--- config.mk ---
export PLATFORM = sky130hd
export DESIGN_NAME = psum_accumulator
export DESIGN_NICKNAME = d
export VERILOG_FILES = /design/src/rtl/psum_accumulator.sv
export SDC_FILE = /design/constraint.sdc
export NUM_CORES = 1
export LEC_CHECK = 0
export CAP_MARGIN = 20
export CORE_ASPECT_RATIO = 1.2
export CORE_MARGIN = 10
export CORE_UTILIZATION = 35
export DETAILED_ROUTE_END_ITERATION = 8
export DONT_BUFFER_PORTS = 1
export SLEW_MARGIN = 25
export SYNTH_ARGS = -nofsm -noshare
export SYNTH_HDL_FRONTEND = slang
export SYNTH_SLANG_ARGS = --single-unit
--- constraint.sdc ---
create_clock -name clk -period 15.2 [get_ports clk]
set_clock_uncertainty 0.15 [all_clocks]
set_input_delay 0 -clock clk [delete_from_list [all_inputs] [get_ports clk]]
set_output_delay 0 -clock clk [all_outputs]
set_load 0.1 [all_outputs]
--- src/rtl/psum_accumulator.sv ---
// psum_accumulator: folds ACC_LEN unsigned words into one sum through a ripple-carry adder,
// with a sticky carry-out flag and valid/ready ports on both sides.
module psum_ripple_adder #(
  parameter int W = 32
) (
  input  logic [W-1:0] i_a,
  input  logic [W-1:0] i_b,
  output logic [W-1:0] o_sum,
  output logic         o_cout
);
  logic w_c;
  always_comb begin
    w_c = 1'b0;
    o_sum = '0;
    for (int i = 0; i < W; i++) begin
      o_sum[i] = i_a[i] ^ i_b[i] ^ w_c;
      w_c = (i_a[i] & i_b[i]) | (w_c & (i_a[i] ^ i_b[i]));
    end
    o_cout = w_c;
  end
endmodule

module psum_accumulator #(
  parameter int WORD_WIDTH = 32,
  parameter int ACC_LEN    = 4
) (
  input  logic                  clk,
  input  logic                  reset,
  input  logic                  clear,
  input  logic                  in_valid,
  output logic                  in_ready,
  input  logic [WORD_WIDTH-1:0] in_data,
  output logic                  out_valid,
  input  logic                  out_ready,
  output logic [WORD_WIDTH-1:0] out_data,
  output logic                  out_ovf
);
  localparam int CW = ACC_LEN > 1 ? $clog2(ACC_LEN) : 1;
  localparam logic [CW-1:0] LAST = CW'(ACC_LEN - 1);
  typedef enum logic {ACC, DONE} state_t;
  state_t                r_state;
  logic [WORD_WIDTH-1:0] r_acc, r_out_data, w_a, w_sum;
  logic [CW-1:0]         r_cnt;
  logic                  r_ovf, r_out_ovf, r_out_valid, w_cout, w_first, w_ovf_next;
  assign in_ready   = (r_state == ACC) && !clear && !reset;
  assign w_first    = r_cnt == '0;
  assign w_a        = w_first ? '0 : r_acc;
  assign w_ovf_next = w_first ? w_cout : (r_ovf | w_cout);
  assign out_valid  = r_out_valid;
  assign out_data   = r_out_data;
  assign out_ovf    = r_out_ovf;
  psum_ripple_adder #(.W(WORD_WIDTH)) u_add (
    .i_a   (w_a),
    .i_b   (in_data),
    .o_sum (w_sum),
    .o_cout(w_cout)
  );
  // in ACC with clear and reset low, in_ready is 1, so in_valid alone means accept
  always_ff @(posedge clk) begin
    if (reset) begin
      r_state     <= ACC;
      r_cnt       <= '0;
      r_acc       <= '0;
      r_ovf       <= 1'b0;
      r_out_valid <= 1'b0;
      r_out_data  <= '0;
      r_out_ovf   <= 1'b0;
    end else if (r_state == DONE) begin
      if (out_ready) begin
        r_out_valid <= 1'b0;
        r_state     <= ACC;
      end
    end else if (clear) begin
      r_cnt <= '0;
      r_ovf <= 1'b0;
    end else if (in_valid) begin
      if (r_cnt == LAST) begin
        r_out_data  <= w_sum;
        r_out_ovf   <= w_ovf_next;
        r_out_valid <= 1'b1;
        r_cnt       <= '0;
        r_state     <= DONE;
      end else begin
        r_acc <= w_sum;
        r_ovf <= w_ovf_next;
        r_cnt <= r_cnt + 1'b1;
      end
    end
  end
endmodule

## Word-level counts from Yosys, hierarchy flattened

Cells that the tools add are included.

- Register bits: 70
- Latch bits: 0
- RAM bits: 0
- ROM bits: 0
- Output and inout port bits: 35
- Memories kept: 0

- Add/subtract/negate cells: 1
- Multipliers: 0
- Divide/modulo/power cells: 0
- Order comparisons: 0
- Equality and inequality tests: 4
- Shifts and indexed selects: 0
- Multiplexer cells: 18
- Bitwise logic cells: 161
- Reduce and logical (&&, ||, !) cells: 13

Operator list:

| operator | number |
|---|---|
| bitwise AND 1 bit | 63 |
| XOR 1 bit | 63 |
| 2-to-1 mux 32 bit | 1 |
| OR 1 bit | 32 |
| 2-to-1 mux 1 bit | 14 |
| AND reduction 4 bit | 3 |
| 2-to-1 mux 2 bit | 3 |
| nonzero test 2 bit | 3 |
| inequality test 2 bit (second input constant) | 2 |
| inverter 1 bit | 3 |
| AND reduction 3 bit | 1 |
| adder 2 x 1 -> 2 bit (second input constant) | 1 |
| equality test 2 bit (second input constant) | 1 |
| logical AND 1 bit | 2 |
| logical NOT 1 bit | 2 |
| logical NOT 2 bit | 1 |
| inequality test 2 x 1 -> 1 bit (second input constant) | 1 |
| AND reduction 2 bit | 1 |

## Depth between registers and ports, before layout

- Depth in word-level cells: 70
- Mapped depth: 44
- Depth with buffers taken out: 43

## Hierarchy

A second synthesis with hierarchy kept.

- Cell total of the unflattened synthesis: 396
- Area, all modules: 3454.6 µm²

Modules (own cells, without submodules):

| module | times used | cells each | area each (µm²) | sequential area each (µm²) |
|---|---|---|---|---|
| psum_accumulator | 1 | 354 | 2783.9 | 1401.3 |
| psum_ripple_adder | 1 | 42 | 670.6 | 0.0 |

## Worst setup path after synthesis

Ideal clock, no wire load.

- Kind: flip-flop to flip-flop
- Start point: register r_cnt[0]
- End point: register r_out_data[31] (netlist: out_data[31])
- Setup time: 0.086 ns
- Arrival time: 12.633 ns
- Required time: 14.964 ns
- Slack: 2.331 ns
- Cell stages (with the launch flop): 43
- Buffers on the path: 1
- Cell sequence: dfxtp_1 > inv_1 > ha_1 > clkbuf_1 > nor2b_1 > ha_1 > inv_1 > fa_1 > fa_1 > inv_1 > fa_1 > fa_1 > fa_1 > fa_1 > fa_1 > fa_1 > fa_1 > fa_1 > (+7 left out) > inv_1 > fa_1 > fa_1 > fa_1 > fa_1 > fa_1 > fa_1 > fa_1 > fa_1 > fa_1 > fa_1 > fa_1 > fa_1 > fa_1 > fa_1 > inv_1 > fa_1 > a211oi_1

- Cells in the longest elaborated chain, start to end: 64
- Elaborated cells between the ends (all ways): 127

Ends and longest elaborated chain:

| what | line | text |
|---|---|---|
| from (decl) | 43 | `logic [CW-1:0] r_cnt;` |
| from (signal assigned) | 86 | `r_cnt <= r_cnt + 1'b1;` |
| logical NOT 2 bit | 46 | `assign w_first = r_cnt == '0;` |
| 2-to-1 mux 32 bit | 47 | `assign w_a = w_first ? '0 : r_acc;` |
| bitwise AND 1 bit / XOR 1 bit (equally long branches) | 17 | `w_c = (i_a[i] & i_b[i]) \| (w_c & (i_a[i] ^ i_b[i]));` |
| bitwise AND 1 bit | 17 |  |
| OR 1 bit | 17 |  |
| bitwise AND 1 bit | 17 |  |
| OR 1 bit | 17 |  |
| bitwise AND 1 bit | 17 |  |
| (+48 left out) | n/a |  |
| OR 1 bit | 17 |  |
| bitwise AND 1 bit | 17 |  |
| OR 1 bit | 17 |  |
| bitwise AND 1 bit | 17 |  |
| OR 1 bit | 17 |  |
| bitwise AND 1 bit | 17 |  |
| OR 1 bit | 17 |  |
| XOR 1 bit | 16 | `o_sum[i] = i_a[i] ^ i_b[i] ^ w_c;` |
| to (signal assigned) | 78 | `r_out_data <= w_sum;` |
| to (decl) | 42 | `logic [WORD_WIDTH-1:0] r_acc, r_out_data, w_a, w_sum;` |

Parallel ways exist; a longest one is shown, timed or not.
A chain may end at the register's enable or synchronous reset.

## Worst setup path after layout

- Start point: register r_cnt[0]
- End point: register r_acc[31]

- Cells in the longest elaborated chain, start to end: 64
- Elaborated cells between the ends (all ways): 128

Ends and longest elaborated chain:

| what | line | text |
|---|---|---|
| logical NOT 2 bit | 46 |  |
| 2-to-1 mux 32 bit | 47 |  |
| bitwise AND 1 bit / XOR 1 bit (equally long branches) | 17 |  |
| bitwise AND 1 bit | 17 |  |
| OR 1 bit | 17 |  |
| bitwise AND 1 bit | 17 |  |
| OR 1 bit | 17 |  |
| bitwise AND 1 bit | 17 |  |
| (+48 left out) | n/a |  |
| OR 1 bit | 17 |  |
| bitwise AND 1 bit | 17 |  |
| OR 1 bit | 17 |  |
| bitwise AND 1 bit | 17 |  |
| OR 1 bit | 17 |  |
| bitwise AND 1 bit | 17 |  |
| OR 1 bit | 17 |  |
| XOR 1 bit | 16 |  |
| to (signal assigned) | 84 | `r_acc <= w_sum;` |
| to (decl) | 42 |  |

Parallel ways exist; a longest one is shown, timed or not.

==> results.cfg <==
[place]
dpl.cell_count = 484
post-dp-hpwl_mm = 5.89
gp_congestion = 0.733
portBuffers = 0
dp_slack_ns = 1.74

[min_path]
hold_end = in_ready
hold-path-cell-count = 2
min_from = reset
hp-class = input pin to output port

[grt]
overflow = 0
antenna_found_initial = 0
grt_pass1_wl_mm = 13.9
grtUsageMet1_pct = 14.2
grt_most_used_layer = met2
grt_use_met3_pct = 4.63
gr-usage-all-layers_pct = 12.8
first_global_vias = 2639
grt_max_degree = 71
globalRouteMet2Util_pct = 20.8

[clocking]
insertion_delay_ns = 0.33
ctsRootBufferMaster = clkbuf_16
cts.clk_slew.worst_paths_ns = 0.06
cts_buffer_depth = 2
cts_tree = yes
clkSinkCount = 70
post_cts_resized = 0
htreeDepth = 3
cts_made_buffers = 9

[timing]
setup_tns_ns = 0
fmax_ghz = 0.0741
slew_violations = 0
whs_ns = 0.0597
post-route-min-period_ns = 13.50
min_period_over_period_pct = 88.8
hold_viol = 0
slew_headroom_pct = 29.1
rsz0062_at_grt = false
setup_viol = 0
setup_ws_ns = 1.70
worst_slew_pin_slew_ns = 1.06

[critical_path]
critPathMostFrequentCell = fa_1
worstReg2RegEnd = r_acc[31]
cp.required_ns = 15.29
path_max_fanout = 33
endpoint_kind = register
worstRegToRegCells = 42
cp-start-kind = register
crit_arrival_ns = 13.59
rrSetupSlack_ns = 1.70
critPathKind = register to register
slowest_stage = fa_1
cpPeakStageDelay_ns = 0.45
rr_startpoint = r_cnt[0]

[power_and_ir_drop]
power_uw = 429
p_leak_uw = 0.00152
power.density_mw_per_mm2 = 103
irDropWorstVdd_mv = 0.0413

[route]
vias = 2607
dr.pass1.iters = 4
drc = 0
drt-total-wl_mm = 8.71
first_iter_violations = 123
wl_per_cell_um = 16.1
ant_nets = 0
viasPerCell = 4.83

[yosys]
synth_cell_type_count = 24
synth.area.top_cells = dfxtp_1 (41%), fa_1 (18%), nand2_1 (13%)
synth_edf_count = 0
synthArstFlopShare_pct = 0
synth_seq_cells = 70
synthesis.area_mm2 = 0.00339
synth_flop_cell = dfxtp_1
ys_seq_area_share_pct = 41.3
yosys_warnings = 0
yosys-top-cells-count = nand2_1 (116), dfxtp_1 (70), a21oi_1 (60), fa_1 (31), nor2b_1 (29)
yosysTopAreaCellShare_pct = 41.3
yosysMostFrequentCell = nand2_1
syn_nets = 455
avgSynthCellArea_um2 = 8.84
yosys.area.top_type = dfxtp_1
synth_cells = 384

[die]
row_count = 39
start_util_pct = 35.7
die_y_um = 128
die_x_um = 110
dieArea_mm2 = 0.0140
core_area_mm2 = 0.00952
design.portCount = 72

[final_layout]
fin_nets = 483
n_antenna_cell = 0
final_layout_size_suffix_gt1_share_pct = 5.76
syn2layout_area_growth_pct = 23.2
final_cells = 540

[run]
cap_violations = 0

[run_status]
outcome = complete, no violations
[through the flow]
stage | util [%] | cell area, um^2
CTS | 43.9 | 4180
global route | 43.9 | 4180
floorplan | - | 3390
global placement | 36.5 | 3480
finish | 43.9 | 4180
detailed placement | 36.5 | 3480
[flip-flops by register name, summed over array words and instances, names as in the netlist]
signal,flops
out_ovf,1
r_cnt,2
out_valid,1
out_data,32
r_acc,32
r_ovf,1
r_state,1
[placed cells by master, fill, tap and decap left out, drive strengths merged, types with 4 or more instances in the layout]
master and instances:
buf 4, nor2 11, a21oi 60, dlygate4sd3 39, clkbuf 13, nor2b 29
fa 31, nand2b 6, inv 12, a211oi 8, dfxtp 70, nand2 116
[metal layers]
layer / vias up / share of wire, %
li1: 1282 / -
met1: 1244 / 39
met2: 67 / 51
met3: 14 / 7.5
met4: 0 / 3.0
met5: - / 0
[final cells by class]
cell class	count	area [um^2]
Sequential cell	70	1400
Clock inverter	3	17.5
Timing Repair Buffer	43	460
Clock buffer	13	270
Multi-Input combinational cell	276	1830
Tap cell	123	154
Fill cell	942	5330
Inverter	12	45.0
[worst max-delay path, delay by kind of cell (launching register included)]
family	cells	cell delay, ns
buffers and inverters	7	0.73
AND/OR/NAND/NOR	1	0.09
adder cells (fa/ha/maj)	33	11.89
AO/OA/AOI/OAI	1	0.22
flip-flops	1	0.32
[cell families (layout without fill, tap and decap cells)]
group,after synthesis,after routing,synth area share [%]
buffers and inverters,38,71,5.24
flip-flops,70,70,41.3
AO/OA/AOI/OAI,71,71,11.2
adder cells (fa/ha/maj),34,34,19.4
AND/OR/NAND/NOR,171,171,22.9
[power by group]
group | internal [uW] | leakage [uW] | switching [uW]
Clock | 123 | 0.000142 | 76.1
Combinational | 18.2 | 0.000812 | 21.2
Sequential | 188 | 0.000568 | 2.36
[worst max path at each step]
stage,from,end,depth (start not counted)
2_1_floorplan,r_cnt[0],out_data[31],42
3_3_place_gp,r_cnt[0],r_acc[31],42
3_5_place_dp,r_cnt[0],r_acc[31],42
4_1_cts,r_cnt[0],r_acc[31],42
5_1_grt,r_cnt[0],r_acc[31],42
6_report,r_cnt[0],r_acc[31],42
[what timing repair did]
action,4_1_cts,5_1_grt
buffers inserted,0,0
endpoints found under the hold margin,70,0
hold buffers,40,0
Power figures use the tool's default switching activity.
